### src/rtl/cipher_pkg.sv
// Shared types and constants for the multi-channel Galois-LFSR stream cipher.
package cipher_pkg;

  typedef enum logic [1:0] {
    ST_RUN   = 2'd0,
    ST_SHIFT = 2'd1,
    ST_LOAD  = 2'd2
  } cipher_state_e;

  // Stored wide so any LFSR width up to 64 can slice its defaults from them.
  localparam logic [63:0] DEF_TAPS_64 = 64'h0000_0000_8020_0003;
  localparam logic [63:0] DEF_SEED_64 = 64'h0000_0000_0000_0055;

  // Length of the serial config chain: {taps, seed} for every channel.
  function automatic int cfg_len(input int n_ch, input int lfsr_w);
    return 2 * lfsr_w * n_ch;
  endfunction

endpackage

### src/rtl/multi_channel_stream_cipher_if.sv
// Config chain, per-channel stream signals and status of the stream cipher.
interface multi_channel_stream_cipher_if #(
  parameter int N_CH = 2
);
  // dout_vld[c] qualifies dout[c] for exactly one cycle; there is no ready,
  // so the consumer must take every valid bit in the cycle it appears.
  logic            cfg_en;
  logic            cfg_i;
  logic            cfg_o;
  logic            cfg_err;
  logic [N_CH-1:0] ch_en;
  logic [N_CH-1:0] resync;
  logic [N_CH-1:0] din;
  logic [N_CH-1:0] dout;
  logic [N_CH-1:0] dout_vld;
  logic [2:0]      heartbeat;
  logic [1:0]      fsm_state;

  modport master (
    output cfg_en, cfg_i, ch_en, resync, din,
    input  cfg_o, cfg_err, dout, dout_vld, heartbeat, fsm_state
  );

  modport slave (
    input  cfg_en, cfg_i, ch_en, resync, din,
    output cfg_o, cfg_err, dout, dout_vld, heartbeat, fsm_state
  );

endinterface

### src/rtl/lfsr_keystream.sv
// One cipher channel: Galois LFSR state with load, resync and step, plus the
// registered XOR of the input bit with the current keystream bit.
module lfsr_keystream
  import cipher_pkg::*;
#(
  parameter int                LFSR_W   = 32,
  parameter logic [LFSR_W-1:0] RST_SEED = {{(LFSR_W-1){1'b0}}, 1'b1}
) (
  input  logic              clk,
  input  logic              rst,
  input  logic              run,
  input  logic              load,
  input  logic [LFSR_W-1:0] load_seed,
  input  logic [LFSR_W-1:0] seed,
  input  logic [LFSR_W-1:0] taps,
  input  logic              ch_en,
  input  logic              resync,
  input  logic              din,
  output logic              dout,
  output logic              dout_vld
);

  logic [LFSR_W-1:0] state;
  logic              key;

  assign key = state[0];

  always_ff @(posedge clk) begin
    if (rst) begin
      state    <= RST_SEED;
      dout     <= 1'b0;
      dout_vld <= 1'b0;
    end else begin
      dout     <= 1'b0;
      dout_vld <= 1'b0;
      if (load) begin
        state <= load_seed;
      end else if (run) begin
        // resync wins over ch_en and produces no output bit
        if (resync) begin
          state <= seed;
        end else if (ch_en) begin
          dout     <= din ^ key;
          dout_vld <= 1'b1;
          state    <= (state >> 1) ^ (key ? taps : '0);
        end
      end
    end
  end

endmodule

### src/rtl/multi_channel_stream_cipher.sv
// N_CH independent Galois-LFSR stream cipher channels sharing one serial
// config chain that is committed atomically only when exactly CFG_LEN bits were shifted.
module multi_channel_stream_cipher
  import cipher_pkg::*;
#(
  parameter int                N_CH     = 2,
  parameter int                LFSR_W   = 32,
  parameter logic [LFSR_W-1:0] DEF_TAPS = DEF_TAPS_64[LFSR_W-1:0],
  parameter logic [LFSR_W-1:0] DEF_SEED = DEF_SEED_64[LFSR_W-1:0]
) (
  input logic                         clk,
  input logic                         rst,
  multi_channel_stream_cipher_if.slave bus
);

  localparam int                CFG_LEN  = cfg_len(N_CH, LFSR_W);
  localparam int                CH_W     = 2 * LFSR_W;
  localparam int                CNT_W    = $clog2(CFG_LEN + 2);
  localparam logic [CNT_W-1:0]  LEN_C    = CNT_W'(CFG_LEN);
  localparam logic [CNT_W-1:0]  SAT_C    = CNT_W'(CFG_LEN + 1);
  localparam logic [LFSR_W-1:0] ONE      = {{(LFSR_W-1){1'b0}}, 1'b1};
  localparam logic [LFSR_W-1:0] RST_SEED = (DEF_SEED == '0) ? ONE : DEF_SEED;
  localparam logic [CFG_LEN-1:0] DEF_IMG = {N_CH{DEF_TAPS, DEF_SEED}};

  cipher_state_e                  st;
  logic [CNT_W-1:0]               bit_cnt;
  logic                           cfg_err_q;
  logic [15:0]                    hb_cnt;
  logic [CFG_LEN-1:0]             shadow;
  logic [CFG_LEN-1:0]             active_img;
  logic [N_CH-1:0][LFSR_W-1:0]    taps_act;
  logic [N_CH-1:0][LFSR_W-1:0]    seed_act;
  logic [N_CH-1:0][LFSR_W-1:0]    new_taps;
  logic [N_CH-1:0][LFSR_W-1:0]    new_seed;
  logic [N_CH-1:0]                dout_w;
  logic [N_CH-1:0]                vld_w;
  logic                           load_ok;
  logic                           run;

  always_comb begin
    active_img = '0;
    new_taps   = '0;
    new_seed   = '0;
    for (int c = 0; c < N_CH; c++) begin
      active_img[c*CH_W +: CH_W] = {taps_act[c], seed_act[c]};
      new_taps[c] = shadow[c*CH_W + LFSR_W +: LFSR_W];
      // an all-zero seed would lock the LFSR, so it is forced to 1
      new_seed[c] = (shadow[c*CH_W +: LFSR_W] == '0) ? ONE : shadow[c*CH_W +: LFSR_W];
    end
  end

  assign load_ok = (st == ST_LOAD) && (bit_cnt == LEN_C);
  assign run     = (st == ST_RUN) && !bus.cfg_en;

  always_ff @(posedge clk) begin
    if (rst) begin
      st        <= ST_RUN;
      bit_cnt   <= '0;
      cfg_err_q <= 1'b0;
      hb_cnt    <= '0;
      shadow    <= DEF_IMG;
      taps_act  <= {N_CH{DEF_TAPS}};
      seed_act  <= {N_CH{RST_SEED}};
    end else begin
      hb_cnt <= hb_cnt + 16'd1;
      case (st)
        ST_RUN: begin
          if (bus.cfg_en) begin
            st        <= ST_SHIFT;
            bit_cnt   <= '0;
            cfg_err_q <= 1'b0;
          end
        end
        ST_SHIFT: begin
          shadow <= {bus.cfg_i, shadow[CFG_LEN-1:1]};
          if (bit_cnt != SAT_C) bit_cnt <= bit_cnt + CNT_W'(1);
          if (!bus.cfg_en) st <= ST_LOAD;
        end
        ST_LOAD: begin
          st <= ST_RUN;
          if (load_ok) begin
            taps_act <= new_taps;
            seed_act <= new_seed;
          end else begin
            // wrong length: keep the live config and undo the partial shift
            cfg_err_q <= 1'b1;
            shadow    <= active_img;
          end
        end
        default: st <= ST_RUN;
      endcase
    end
  end

  for (genvar c = 0; c < N_CH; c++) begin : g_ch
    lfsr_keystream #(
      .LFSR_W   (LFSR_W),
      .RST_SEED (RST_SEED)
    ) u_ks (
      .clk       (clk),
      .rst       (rst),
      .run       (run),
      .load      (load_ok),
      .load_seed (new_seed[c]),
      .seed      (seed_act[c]),
      .taps      (taps_act[c]),
      .ch_en     (bus.ch_en[c]),
      .resync    (bus.resync[c]),
      .din       (bus.din[c]),
      .dout      (dout_w[c]),
      .dout_vld  (vld_w[c])
    );
  end

  assign bus.dout      = dout_w;
  assign bus.dout_vld  = vld_w;
  assign bus.cfg_o     = bus.cfg_en & shadow[0];
  assign bus.cfg_err   = cfg_err_q;
  assign bus.heartbeat = hb_cnt[9:7];
  assign bus.fsm_state = st;

endmodule

### src/flat_wrapper.sv
// flat-port wrapper written by rule: the top's interface ports become plain ports
module multi_channel_stream_cipher_flat import cipher_pkg::*;
#(
  parameter int                N_CH     = 2,
  parameter int                LFSR_W   = 32,
  parameter logic [LFSR_W-1:0] DEF_TAPS = DEF_TAPS_64[LFSR_W-1:0],
  parameter logic [LFSR_W-1:0] DEF_SEED = DEF_SEED_64[LFSR_W-1:0]
)
  (clk, rst, bus_cfg_en, bus_cfg_i, bus_ch_en, bus_resync, bus_din, bus_cfg_o, bus_cfg_err, bus_dout, bus_dout_vld, bus_heartbeat, bus_fsm_state);
  multi_channel_stream_cipher_if #(.N_CH(N_CH)) bus_i ();
  input logic clk;
  input logic rst;
  input wire logic [$bits(bus_i.cfg_en)-1:0] bus_cfg_en;
  input wire logic [$bits(bus_i.cfg_i)-1:0] bus_cfg_i;
  input wire logic [$bits(bus_i.ch_en)-1:0] bus_ch_en;
  input wire logic [$bits(bus_i.resync)-1:0] bus_resync;
  input wire logic [$bits(bus_i.din)-1:0] bus_din;
  output wire logic [$bits(bus_i.cfg_o)-1:0] bus_cfg_o;
  output wire logic [$bits(bus_i.cfg_err)-1:0] bus_cfg_err;
  output wire logic [$bits(bus_i.dout)-1:0] bus_dout;
  output wire logic [$bits(bus_i.dout_vld)-1:0] bus_dout_vld;
  output wire logic [$bits(bus_i.heartbeat)-1:0] bus_heartbeat;
  output wire logic [$bits(bus_i.fsm_state)-1:0] bus_fsm_state;
  assign bus_i.cfg_en = bus_cfg_en;
  assign bus_i.cfg_i = bus_cfg_i;
  assign bus_i.ch_en = bus_ch_en;
  assign bus_i.resync = bus_resync;
  assign bus_i.din = bus_din;
  assign bus_cfg_o = bus_i.cfg_o;
  assign bus_cfg_err = bus_i.cfg_err;
  assign bus_dout = bus_i.dout;
  assign bus_dout_vld = bus_i.dout_vld;
  assign bus_heartbeat = bus_i.heartbeat;
  assign bus_fsm_state = bus_i.fsm_state;
  multi_channel_stream_cipher #(.N_CH(N_CH), .LFSR_W(LFSR_W), .DEF_TAPS(DEF_TAPS), .DEF_SEED(DEF_SEED)) u_core (.clk(clk), .rst(rst), .bus(bus_i));
endmodule
### config.mk
export PLATFORM = sky130hd
export DESIGN_NAME = multi_channel_stream_cipher_flat
export DESIGN_NICKNAME = d
export VERILOG_FILES = /design/src/rtl/cipher_pkg.sv /design/src/rtl/multi_channel_stream_cipher_if.sv /design/src/rtl/lfsr_keystream.sv /design/src/rtl/multi_channel_stream_cipher.sv /design/src/flat_wrapper.sv
export SDC_FILE = /design/constraint.sdc
export NUM_CORES = 1
export LEC_CHECK = 0
export CAP_MARGIN = 20
export CELL_PAD_IN_SITES_DETAIL_PLACEMENT = 1
export CELL_PAD_IN_SITES_GLOBAL_PLACEMENT = 1
export CORE_ASPECT_RATIO = 1.25
export CORE_MARGIN = 3
export CORE_UTILIZATION = 26
export DETAILED_ROUTE_END_ITERATION = 6
export PLACE_DENSITY = 0.61
export RECOVER_POWER = 50
export SYNTH_ARGS = -nofsm -noshare
export SYNTH_HDL_FRONTEND = slang
export SYNTH_SLANG_ARGS = --single-unit
### constraint.sdc
create_clock -name clk -period 2.1 [get_ports clk]
set_input_delay 0.21 -clock clk [delete_from_list [all_inputs] [get_ports clk]]
set_output_delay 0.21 -clock clk [all_outputs]
set_load 0.02 [all_outputs]
### Word level (Yosys, flattened, before mapping)

Cells that the tools add are included.

* word-level logic and storage cells: 81
* flip-flop bits (word level): 351

* add/subtract/negate cells: 2
* eq/ne operators: 8
* reduce and logical (&&, ||, !) cells: 23
* bitwise gates (word level): 8
* multiplexer cells: 25

Operator list (count)
* $mux W32: 12
* $pmux W128 S2: 1
* $mux W128: 1
* $logic_not A32 Y1: 2
* $xor A31 B32 Y32: 2
* $add A16 B1 Y16 const B: 1
* $mux W8: 2
* $pmux W8 S2: 1
* $reduce_and A2 Y1: 5
* $reduce_or A5 Y1: 2
* $add A8 B1 Y8 const B: 1
* $eq A8 B8 Y1 const B: 1
* $ne A8 B8 Y1 const B: 1
* $reduce_bool A2 Y1: 4
* $reduce_or A4 Y1: 2
* $ne A2 B2 Y1 const B: 3
* $reduce_and A3 Y1: 2
* $reduce_bool A3 Y1: 2
* $mux W1: 4
* $mux W2: 2
* $pmux W2 S2: 1
* $not A1 Y1: 3
* $eq A2 B1 Y1 const B: 1
* $eq A2 B2 Y1 const B: 1
* other kinds (7): 9

### Depth between registers and ports, before layout

* depth after elaboration: 6
* gate-level depth with buffers: 8
* gate-level depth less buffers: 6

### Cells and area by module

Synthesis repeated with hierarchy kept, for this count alone.

* cells, all modules: 2126
* area, all modules: 16468.3 sq um

Modules (own cells, without submodules)
* multi_channel_stream_cipher: times used 1, cells each 1480, seq. area each 5545.3 sq um, area each 11506.0 sq um
* lfsr_keystream: times used 2, cells each 323, seq. area each 680.7 sq um, area each 2481.1 sq um

### Worst setup path before layout

No wires, ideal clock.

* kind: register -> register
* start: register u_core.st[1] (netlist: u_core.bus.fsm_state[1])
* end: register u_core.shadow[112]
* stages on the path, launching flop included: 8
* clock period less this slack: 1796 ps
* path slack: 304 ps
* library setup time: 88 ps
* buffers on the path: 3
* data arrival time: 1708 ps
* required time: 2012 ps
* path through: dfxtp_1 buf_2 nand2b_1 a31oi_1 buf_2 clkbuf_1 nor3_1 a311oi_2

* word-level cells in the longest chain between the ends: 4
* elaborated cells between the ends (all ways): 7
* classes of those cells: 3 x eq/ne; 1 x mux; 3 x reduce/logical

RTL lines
* from (decl): RTL line multi_channel_stream_cipher.sv:25 `cipher_state_e st;`
* from (signal assigned): RTL line multi_channel_stream_cipher.sv:57 `st <= ST_RUN;`
* from (signal assigned): RTL line multi_channel_stream_cipher.sv:69 `st <= ST_SHIFT;`
* from (signal assigned): RTL line multi_channel_stream_cipher.sv:77 `if (!bus.cfg_en) st <= ST_LOAD;`
* $eq A2 B2 Y1: RTL line multi_channel_stream_cipher.sv:52, multi_channel_stream_cipher.sv:66
* $logic_and A1 B1 Y1: RTL line multi_channel_stream_cipher.sv:52 `assign load_ok = (st == ST_LOAD) && (bit_cnt == LEN_C);`
* $ne A2 B2 Y1 (no source line)
* $reduce_and A2 Y1 (no source line)
* to (signal assigned): RTL line multi_channel_stream_cipher.sv:75 `shadow <= {bus.cfg_i, shadow[CFG_LEN-1:1]};`
* to (signal assigned): RTL line multi_channel_stream_cipher.sv:87 `shadow <= active_img;`
* to (decl): RTL line multi_channel_stream_cipher.sv:29 `logic [CFG_LEN-1:0] shadow;`

Parallel ways exist; a longest one is shown, timed or not.
A chain may end at the register's enable or synchronous reset.

### Worst setup path in the final report

* start: register u_core.st[0] (netlist: u_core.bus.fsm_state[0])
* end: output port bus_fsm_state[0]

RTL lines
* to (decl): RTL line flat_wrapper.sv:23 `output wire logic [$bits(bus_i.fsm_state)-1:0] bus_fsm_state;`

No word-level cell between the ends.

==> summary.md <==
| Metric | Value |
|---|---|
| Status | complete, no violations |
| Overall routed net length | 51.4 mm |
| Final Max Tran Viols | 0 |
| First-pass GRT wire length | 83.8 mm |
| DR vias/cell | 5.26 |
| Avg WL per Cell | 18.9 µm |
| Synth async-reset ratio | 0% |
| Max stage delay on crit path | 0.61 ns |
| Worst Path Required | 1.89 ns |
| Crit Reg-Reg Startpoint | u_core.bit_cnt[0] |
| Chip width | 225 µm |
| Post-layout net count | 1945 |
| Clock power share | 44.7% |
| Fraction of layout cells with a size suffix above 1 | 7.91% |
| Initial antenna violation count | 0 |
| Initial DRC count | 824 |
| Post-synth top area cell | dfxtp_1 |
| Hold crit path type | primary input to flip-flop |
| Fillers | 6996 |
| Root Buffer | clkbuf_16 |
| Htree depth | 2 |
| Worst Tran Pin Value | 0.759 ns |
| Slew HR | 48.1% |
| Sequential Area | 0.00691 mm² |
| Slowest cell on the critical path | clkdlybuf4s50_1 |
| Period utilization | 96.3% |
| Sw power | 0.00402 W |
| Gr ovfl total | 0 |
| Worst reg2reg setup slack | 0.12 ns |
| Max Fclk | 495 MHz |
| Net Sw Frac | 26.2% |
| Std-Cell Rows | 99 |
| Hold path cells | 4 |
| Endpoint class of the critical path | primary output |
| Pwr Density | 846 mW/mm² |
| Final setup violation count | 0 |
| Hold EP | u_core.g_ch[1].u_ks.state[2] |
| Drt drc | 0 |
| Max_cap viols | 0 |
| Buffers and inverters on the worst path | 2 |
| CP Launch Type | flip-flop |
| Top_reg_cell synth | dfxtp_1 |
| Netlist cell types | 46 |
| Post-synthesis average cell area | 7.83 µm² |
| Setup ws final | 0.0787 ns |
| Seq cells post-synth | 345 |
| EDFF count, synth | 0 |
| Initial Utilization | 26.5% |
| PortBufs | 20 |
| Seq pwr share | 46.2% |
| Power share of the combinational group | 9.1% |
| Cts bufs inserted | 41 |
| Post-route ant nets | 0 |
| Latest clock arrival within the worst-skew pair | 0.57 ns |
| Pleak | 5.87 nW |
| CP cell instances | buf_4 > clkdlybuf4s50_1 |
| Worst slack, placed | 0.149 ns |
| Post-route setup TNS | 0 ns |
| WS Path Type | flip-flop to primary output |
| Pin count of the biggest net entering global routing | 93 |
| Top Ports | 21 |
| Arrival @ worst endpoint | 1.81 ns |
| Placer Congestion | 0.740 |
| Crit. path cell count | 2 |
| Clock transition at path regs | 0.06 ns |
| Sink Count | 345 |
| Multi-input gate area | 0.00781 mm² |
| Internal power | 0.0113 W |
| Post-Synthesis Cell Area | 0.0155 mm² |
| Hold WS | 0.270 ns |
| Vias in the first global route | 15249 |
| Dpl cell area | 0.0168 mm² |
| Max VDD drop | 0.582 mV |
| Die ar. | 0.0628 mm² |
| DRT Pass-1 Iters | 5 |
| Via count | 14299 |
| TritonCTS clock tree | yes |
| Crit path max-delay family | buffers and inverters |
| FF-to-FF End | u_core.shadow[68] |
| Min Tclk post-route | 2.02 ns |
| Post-synthesis sequential area ratio | 44.4% |
| Post-synth top area share | 44.4% |
| R2R depth | 6 |
| GRT Util Overall | 16.3% |
| Worst Skew | 0.0144 ns |
| Final instance area | 0.0181 mm² |
| Min-delay src | bus_resync[1] |
| Yosys warns | 0 |
| Overall Power | 0.0154 W |
| Net count after synthesis | 1998 |
| Post-DP HPWL | 29.9 mm |
| CP max FO | 9 |
| Core Region | 0.0587 mm² |
| Syn-to-layout area delta | 16.8% |
| Post-Synthesis Cells | 1984 |
| Clock Tree Buf Depth | 3 |
| # diodes | 0 |
| Die height | 279 µm |
| Synth area leaders | dfxtp_1 44%, nand2_1 14%, a21oi_1 7.5%, a311oi_1 5.7%, xnor2_1 3.8% |
| Final Hold Fails | 0 |
[registers in the layout, summed over array words and instances, names as in the netlist]
name	flops
u_core.g_ch.u_ks.dout_vld	2
u_core.active_img	128
u_core.bit_cnt	8
u_core.bus.fsm_state	2
u_core.hb_cnt	10
u_core.g_ch.u_ks.state	64
u_core.bus.cfg_err	1
u_core.g_ch.u_ks.dout	2
u_core.shadow	128
[area by class of cell]
| class | count | share of cell area, % |
|---|---|---|
| Clock inverter | 8 | 0.255 |
| Tap cell | 757 | 5.22 |
| Sequential cell | 345 | 38.1 |
| Inverter | 6 | 0.124 |
| Clock buffer | 64 | 6.75 |
| Multi-Input combinational cell | 1440 | 43.0 |
| Timing Repair Buffer | 97 | 6.55 |
[logic make-up (layout without fill, tap and decap cells)]
| kind of cell | Yosys count | in the layout | synth area share, % |
|---|---|---|---|
| compound gates | 505 | 505 | 21.1 |
| xor+xnor | 75 | 75 | 4.23 |
| fa+ha+maj | 4 | 4 | 0.322 |
| buf+inv | 199 | 175 | 5.60 |
| flops | 345 | 345 | 44.4 |
| mux | 5 | 5 | 0.322 |
| simple gates | 851 | 851 | 24.0 |
[cell usage after synthesis, drive strengths merged, types with 16 or more instances]
| cell type | count |
|---|---|
| nand2 | 575 |
| dfxtp | 345 |
| a21oi | 234 |
| clkbuf | 135 |
| nor3 | 116 |
| a311oi | 112 |
| xnor2 | 67 |
| o211ai | 63 |
| nand2b | 61 |
| o21ai | 60 |
| buf | 58 |
| nor4 | 33 |
| nand3 | 19 |
| a41oi | 16 |
| nor2 | 16 |
[through the flow]
stage                     instances  util [%]
after global placement         2641      28.7
after floorplan                1984         -
after CTS                      2714      30.9
after global routing           2717      30.9
final                          2717      30.9
after detailed placement       2641      28.7
[worst reg2reg max path, delay by kind of cell, from the launching register on]
kind / cells / cell delay, ns
buffers and inverters: 2 / 0.41
AO/OA/AOI/OAI: 2 / 0.52
AND/OR/NAND/NOR: 1 / 0.24
flip-flops: 1 / 0.38
adder cells (fa/ha/maj): 1 / 0.28
[worst max-delay path by stage]
stage | startpoint | end | slack, ns
global placement | bus_cfg_en | u_core.g_ch[1].u_ks.state[27] | 0.17
CTS | u_core.bus.fsm_state[0] | bus_fsm_state[0] | 0.05
global route | u_core.bit_cnt[0] | u_core.shadow[109] | -0.01
detailed placement | bus_cfg_en | u_core.g_ch[1].u_ks.state[7] | 0.15
finish | u_core.bus.fsm_state[0] | bus_fsm_state[0] | 0.08
floorplan | u_core.bus.fsm_state[1] | u_core.shadow[112] | 0.30
[power groups by stage]
| stage | sequential (W) | combinational (W) | clock, W |
|---|---|---|---|
| after floorplan | 0.00714 | 0.000933 | 0 |
| after global placement | 0.00723 | 0.00136 | 0 |
| after detailed placement | 0.00724 | 0.00140 | 0 |
| final | 0.00709 | 0.00140 | 0.00687 |
| after global routing | 0.00713 | 0.00155 | 0.00733 |
| after CTS | 0.00709 | 0.00141 | 0.00708 |
[placed cells by master (no fill, tap or decap), types with 10 or more instances in the layout]
cell,count
o211ai_1,63
o21ai_0,58
nand3_1,19
nor3_1,116
a311oi_2,10
buf_12,31
nand2_1,575
nor4_1,33
xnor2_1,67
a41oi_1,16
nand2b_1,59
a311oi_1,102
clkbuf_16,44
clkbuf_1,16
nor2_1,16
a21oi_1,234
buf_4,39
dfxtp_1,345
[what timing repair did]
item                       4_1_cts  5_1_grt
setup buffers                    0        2
resized for setup                0        1
hold endpoints to repair         3        0
hold buffers                     1        0
setup endpoints to repair        0        1
[routing by layer]
metal | share of wire [%] | global-route usage (%) | vias up
li1 | - | - | 6816
met3 | 2.6 | 1.82 | 51
met2 | 50 | 29.7 | 158
met5 | 0 | 0 | -
met1 | 45 | 20.3 | 7274
met4 | 1.9 | 4.32 | 0
Power figures use the tool's default switching activity.
==> variant 1 (config.mk and constraints unchanged) <==
`N_CH` is set to 2 in 3 places; all go to 1.
--- a/src/rtl/multi_channel_stream_cipher_if.sv
+++ b/src/rtl/multi_channel_stream_cipher_if.sv
@@ -1,6 +1,6 @@
 // Config chain, per-channel stream signals and status of the stream cipher.
 interface multi_channel_stream_cipher_if #(
-  parameter int N_CH = 2
+  parameter int N_CH = 1
 );
   // dout_vld[c] qualifies dout[c] for exactly one cycle; there is no ready,
   // so the consumer must take every valid bit in the cycle it appears.
--- a/src/rtl/multi_channel_stream_cipher.sv
+++ b/src/rtl/multi_channel_stream_cipher.sv
@@ -3,7 +3,7 @@
 module multi_channel_stream_cipher
   import cipher_pkg::*;
 #(
-  parameter int                N_CH     = 2,
+  parameter int                N_CH     = 1,
   parameter int                LFSR_W   = 32,
   parameter logic [LFSR_W-1:0] DEF_TAPS = DEF_TAPS_64[LFSR_W-1:0],
   parameter logic [LFSR_W-1:0] DEF_SEED = DEF_SEED_64[LFSR_W-1:0]
--- a/src/flat_wrapper.sv
+++ b/src/flat_wrapper.sv
@@ -1,7 +1,7 @@
 // flat-port wrapper written by rule: the top's interface ports become plain ports
 module multi_channel_stream_cipher_flat import cipher_pkg::*;
 #(
-  parameter int                N_CH     = 2,
+  parameter int                N_CH     = 1,
   parameter int                LFSR_W   = 32,
   parameter logic [LFSR_W-1:0] DEF_TAPS = DEF_TAPS_64[LFSR_W-1:0],
   parameter logic [LFSR_W-1:0] DEF_SEED = DEF_SEED_64[LFSR_W-1:0]
Interface: changed (5 resized); port bits go from 21 to 16. The function was not compared with the original's and may differ.
==> variant 1 against the unedited design <==
Critical path depth stayed put. Highest routed layer unchanged. Non-clock buffer count is 46 lower. Synthesized area is 45% lower. Power is 48% lower. Setup slack better by 0.061 ns. Largest power group unchanged. Die area is 44% lower. Sequential cell count is 163 lower. Design area is 46% lower. Wire length is 51% lower. Count of clock-buffer cells in the layout is 47 lower. Critical endpoint is now bus_fsm_state[1].
==> variant 1: results (changes against the unedited design) <==
stage	metric	value	unit	change
outcome	status	completed		unchanged
worst_hold_path	Hold WC Path Type	primary input to flip-flop		unchanged
logic_synthesis	Post-Synthesis Cells	1026		was 1984
timing	Slew @ Worst Pin	1.40	ns	was 0.759 ns
worst_setup_path	Worst EP arrival	1.75	ns	was 1.81 ns
layout	n_diodes	0		unchanged
clock_tree	CTS H-Tree Depth	4		was 2
worst_setup_path	worst-path maximum fanout	11		was 9
layout	Largest register FFs	64		
clock_tree	worst skew pair latency	0.46	ns	was 0.57 ns
placement	Final GP Congestion	0.725		was 0.740
logic_synthesis	Primary FF master, synth	dfxtp_1		unchanged
placement	DP Wirelength	14.5	mm	was 29.9 mm
global_routing	All-Layer GR Usage	14.7	%	was 16.3%
clock_tree	Clock Path Buffers	2		was 3
worst_hold_path	hold path depth	3		was 4
worst_setup_path	r2r setup slk	0.20	ns	was 0.12 ns
clock_tree	clock-pin slew on the worst setup and hold paths	0.07	ns	
global_routing	first-pass GRT wire length	41.9	mm	was 83.8 mm
placement	port bufs	15		was 20
layout	share of cells above drive strength 1	12.6	%	was 7.91%
power	Leak	3.12	nW	was 5.87 nW
clock_tree	CTS root buf	clkbuf_16		unchanged
global_routing	vias in the first global route	7662		was 15249
placement	placed instance count	1396		was 2641
logic_synthesis	FFs w/ async S/R, synth	0	%	unchanged
clock_tree	Post-CTS Setup Repair Bufs	0		unchanged
worst_setup_path	Worst R2R Start	u_core.bit_cnt[0]		unchanged
route	initial drt markers	407		was 824
logic_synthesis	Synth area leaders	dfxtp_1 43%, nand2_1 13%, a311oi_2 8.3%, a21oi_1 5.4%, nor3_1 3.9%		was dfxtp_1 44%, nand2_1 14%, a21oi_1 7.5%, a311oi_1 5.7%, xnor2_1 3.8%
timing	clk_skew	0.0114	ns	was 0.0144 ns
route	DR WL/cell	17.8	um	was 18.9 um
logic_synthesis	post-synthesis cell type count	50		was 46
logic_synthesis	sequential area share after synthesis	42.7	%	was 44.4%
worst_hold_path	min-delay src	bus_resync		was bus_resync[1]
route	Pre-antenna DRT Iters	5		unchanged
clock_tree	PostCTS Resize Cnt	0		unchanged
power	VDD IR max	0.380	mV	was 0.582 mV
route	DR DRC count	0		unchanged
worst_hold_path	Worst Hold End	u_core.g_ch[0].u_ks.dout_vld		was u_core.g_ch[1].u_ks.state[2]
route	final wirelength	25.4	mm	was 51.4 mm
global_routing	pin count of the biggest net entering global routing	99		was 93
worst_setup_path	R2R depth	7		was 6
layout	Fill cells	3754		was 6996
worst_setup_path	Worst R2R End	u_core.shadow[44]		was u_core.shadow[68]
global_routing	initial antenna violation count	0		unchanged
logic_synthesis	YS warnings	0		unchanged
route	DR vias/cell	5.21		was 5.26
logic_synthesis	Synth top cells by count	287 x nand2_1, 182 x dfxtp_1, 92 x a21oi_1		was 575 x nand2_1, 345 x dfxtp_1, 234 x a21oi_1
layout	Largest Register	u_core.shadow		
timing	final hold vios	0		unchanged
clock_tree	cts bufs inserted	17		was 41
==> variant 1: cell count changes in the layout (fill, tap and decap cells not counted), sizes merged, moves of 36 or more <==
cell,unedited run,this run
nor3,116,69
dfxtp,345,182
clkbuf,68,20
a21oi,234,93
o211ai,63,27
o21ai,60,15
buf,75,35
nand2,575,287
==> variant 1: kinds of logic after synthesis <==
kind of cell	after synthesis	synth area share, %
simple gates	449	23.4
mux	4	0.469
xor+xnor	43	4.41
buf+inv	104	5.41
flops	182	42.7
fa+ha+maj	4	0.586
compound gates	240	23.1
==> variant 1: worst max path at each step <==
stage,from,to,slack (ns),cells past startpoint
6_report,u_core.bus.fsm_state[1],bus_fsm_state[1],0.14,2
5_1_grt,u_core.bit_cnt[0],u_core.shadow[61],0.05,7
4_1_cts,u_core.bus.fsm_state[1],bus_fsm_state[1],0.12,2
3_5_place_dp,bus_cfg_en,u_core.g_ch[0].u_ks.state[14],0.21,6
3_3_place_gp,bus_cfg_en,u_core.g_ch[0].u_ks.state[8],0.24,6
2_1_floorplan,u_core.bit_cnt[0],u_core.shadow[21],0.26,7
==> variant 1: layer usage <==
metal | share of wire [%] | up-vias | track usage (%)
met1 | 47 | 3773 | 19.4
li1 | - | 3575 | -
met5 | 0 | - | 0
met4 | 1.6 | 0 | 4.26
met3 | 1.8 | 25 | 2.14
met2 | 49 | 64 | 24.9
==> variant 1: critical path, cell delays in order, from the launching register on <==
cell	delay [ns]
dfxtp_1	0.44
buf_4	0.23
clkdlybuf4s50_1	0.62
==> variant 1: layout make-up <==
class	count	area, sq um	share of cell area [%]
clock buffer	17	425	4.35
sequential	182	3640	37.2
timing repair buffer	51	519	5.31
inverter	11	41.3	0.422
clock inverter	15	163	1.66
multi-input combinational	740	4470	45.7
tap	412	515	5.27
==> variant 1: where the power goes <==
part	internal, W	switching, W
clock	0.00169	0.00161
sequential	0.00361	0.000149
combinational	0.000353	0.000514
total	0.00565	0.00227
==> variant 1: stage by stage <==
stage          setup WS (ns)  hold slack [ns]  instance area (sq um)
4_1_cts                0.117           0.0697                   9800
2_1_floorplan          0.260            0.287                   8540
3_5_place_dp           0.214            0.455                   9220
3_3_place_gp           0.244            0.441                   9220
6_report               0.140            0.127                   9780
5_1_grt               0.0489            0.132                   9780
==> variant 2 (config.mk and constraints unchanged) <==
Without the edit above. Make the reset (`rst`) asynchronous in 2 clocked blocks.
--- a/src/rtl/lfsr_keystream.sv
+++ b/src/rtl/lfsr_keystream.sv
@@ -25,7 +25,7 @@
 
   assign key = state[0];
 
-  always_ff @(posedge clk) begin
+  always_ff @(posedge clk or posedge rst) begin
     if (rst) begin
       state    <= RST_SEED;
       dout     <= 1'b0;
--- a/src/rtl/multi_channel_stream_cipher.sv
+++ b/src/rtl/multi_channel_stream_cipher.sv
@@ -52,7 +52,7 @@
   assign load_ok = (st == ST_LOAD) && (bit_cnt == LEN_C);
   assign run     = (st == ST_RUN) && !bus.cfg_en;
 
-  always_ff @(posedge clk) begin
+  always_ff @(posedge clk or posedge rst) begin
     if (rst) begin
       st        <= ST_RUN;
       bit_cnt   <= '0;
Behaviour: differs if rst is asserted again (counterexample within 4 cycles, from zero or initial values and one cycle with rst high); with rst held inactive, the same outputs for 4 cycles.
==> variant 2 against the unedited design <==
Cell count fell by 14%. Hold slack got worse by 0.018 ns. Power rose by 0.53%. Largest power group unchanged. Non-clock buffer count fell by 14. Maximum frequency rose by 0.24%. Sequential power barely moved. Setup slack improved by 0.0049 ns. Design area rose by 6.0%. Wire length fell by 23%. Sequential cell count did not move. Synthesized area rose by 6.6%. Clock power rose by 3%. Critical endpoint is now u_core.shadow[100].
==> variant 2: results (changes against the unedited design) <==
stage	metric	value	unit	change
outcome	status	completed		unchanged
logic_synthesis	Synth top cells by count	326 x nand2_1, 305 x dfrtp_1, 133 x mux2_2		was 575 x nand2_1, 345 x dfxtp_1, 234 x a21oi_1
clock_tree	CTS H-Tree Depth	2		unchanged
worst_setup_path	Worst EP arrival	2.44	ns	was 1.81 ns
placement	setup slack at placement	0.0428	ns	was 0.149 ns
power	Leak	9.55	nW	was 5.87 nW
worst_setup_path	Worst R2R Start	u_core.bus.fsm_state[1]		was u_core.bit_cnt[0]
placement	port bufs	20		unchanged
layout	Reg area	8680	sq um	was 6910 sq um
global_routing	met2 usage in global routing	21.6	%	was 29.7%
timing	clk_skew	0.0236	ns	was 0.0144 ns
power	VDD IR max	0.499	mV	was 0.582 mV
logic_synthesis	Primary FF master, synth	dfrtp_1		was dfxtp_1
placement	DP Wirelength	25.1	mm	was 29.9 mm
global_routing	pin count of the biggest net entering global routing	85		was 93
clock_tree	CTS root buf	clkbuf_16		unchanged
global_routing	GR Layer Usage met3	2.12	%	was 1.82%
layout	Nets	1498		was 1945
flow_run	Max-cap violations	0		unchanged
logic_synthesis	YS warnings	0		unchanged
layout	Fill cells	6955		was 6996
worst_hold_path	min-delay src	bus_resync[0]		was bus_resync[1]
clock_tree	worst skew pair latency	0.56	ns	
worst_setup_path	worst-path maximum fanout	8		was 9
route	Pre-antenna DRT Iters	4		was 5
placement	placed instance count	2272		was 2641
clock_tree	clock-pin slew on the worst setup and hold paths	0.06	ns	about the same
placement	Final GP Congestion	0.716		was 0.740
global_routing	met1 Use GR	14.8	%	was 20.3%
logic_synthesis	sequential area share after synthesis	52.4	%	was 44.4%
logic_synthesis	post-synthesis cell type count	45		was 46
clock_tree	Clock Path Buffers	3		unchanged
timing	crit share post-route	96.0	%	was 96.3%
clock_tree	cts bufs inserted	40		was 41
route	final wirelength	39.5	mm	was 51.4 mm
global_routing	All-Layer GR Usage	12.0	%	was 16.3%
placement	Placed Area	18000	sq um	was 16800 sq um
logic_synthesis	FFs w/ async S/R, synth	100	%	was 0%
layout	n_diodes	0		unchanged
logic_synthesis	Synth area leaders	dfrtp_1 46%, mux2_2 9.0%, mux2_1 8.0%, nand2_1 7.4%, dfstp_2 6.3%		was dfxtp_1 44%, nand2_1 14%, a21oi_1 7.5%, a311oi_1 5.7%, xnor2_1 3.8%
layout	share of cells above drive strength 1	20.4	%	was 7.91%
worst_setup_path	Startpoint Class	flip-flop		unchanged
worst_hold_path	Hold WC Path Type	primary input to flip-flop		unchanged
timing	Slew HR	19.8	%	was 48.1%
route	DR vias/cell	4.66		was 5.26
global_routing	initial antenna violation count	0		unchanged
logic_synthesis	Post-Synthesis Cells	1460		was 1984
route	DR WL/cell	16.8	um	was 18.9 um
global_routing	first-pass GRT wire length	65.6	mm	was 83.8 mm
power	Power Internal	0.0117	W	was 0.0113 W
route	initial drt markers	472		was 824
global_routing	vias in the first global route	12109		was 15249
## variant 2: cell types whose count changed in the layout (fill, tap and decap cells not counted), moves of 102 or more
| cell | before | now |
|---|---|---|
| dfxtp_1 | 345 | 0 |
| dfrtp_1 | 0 | 304 |
| nand2_1 | 575 | 326 |
| a21oi_1 | 234 | 7 |
| mux2_2 | 0 | 133 |
| mux2_1 | 0 | 118 |
| nor3_1 | 116 | 0 |
| a311oi_1 | 102 | 0 |
## variant 2: what timing repair did
| action | CTS | global route |
|---|---|---|
| setup endpoints to repair | 2 | 182 |
| setup buffers | 0 | 1 |
| hold buffers | 0 | 0 |
| gates resized for setup | 2 | 8 |
| gates cloned | 0 | 1 |
| pin swaps | 0 | 3 |
## variant 2: cell families (layout without fill, tap and decap cells)
| family | after synthesis | after routing | share of synthesized area, % |
|---|---|---|---|
| adders and majority gates | 4 | 4 | 0.302 |
| buffers and inverters | 111 | 166 | 4.06 |
| DFF | 345 | 345 | 52.4 |
| and+or+nand+nor | 453 | 453 | 12.3 |
| AOI/OAI and AO/OA | 219 | 219 | 9.77 |
| muxes | 256 | 256 | 17.4 |
| xor gates and xnor gates | 72 | 72 | 3.81 |
## variant 2: path summary, 6_finish.rpt
check	depth (start not counted)	endpoint	slack (ns)
max in group asynchronous	4	u_core.active_img[48]	0.40
worst min-delay path	3	u_core.g_ch[0].u_ks.state[26]	0.25
worst min register to register	2	u_core.active_img[53]	0.46
worst max register to register	7	u_core.shadow[100]	0.08
worst max-delay path	7	u_core.shadow[100]	0.08
min in group asynchronous	3	u_core.active_img[5]	0.67
## variant 2: power by group through the flow
stage                     clock [W]  sequential, W  combinational (W)
after CTS                   0.00737        0.00710            0.00132
after detailed placement          0        0.00722            0.00131
after global placement            0        0.00720            0.00127
final                       0.00707        0.00710            0.00127
after floorplan                   0        0.00714           0.000897
after global routing        0.00762        0.00713            0.00141
## variant 2: layout make-up
class / instances / share of cell area [%]
sequential: 345 / 45.1
multi-input combinational: 1004 / 37.6
clock buffer: 57 / 5.85
tap: 832 / 5.41
timing repair buffer: 83 / 4.76
clock inverter: 16 / 1.01
inverter: 10 / 0.202
## variant 2: layer usage
| layer | part of all wire, % | wire length [um] |
|---|---|---|
| met1 | 45 | 17800 |
| met2 | 51 | 20000 |
| met3 | 2.6 | 1050 |
| met4 | 1.7 | 680 |
| met5 | 0 | 0 |
## variant 2: critical path, stage by stage, from the launching register on
cell and delay (ns):
dfrtp_1 0.40, clkbuf_1 0.24, inv_1 0.11, a311oi_4 0.36
nor2_4 0.09, buf_12 0.17, buf_4 0.18, mux2_1 0.32
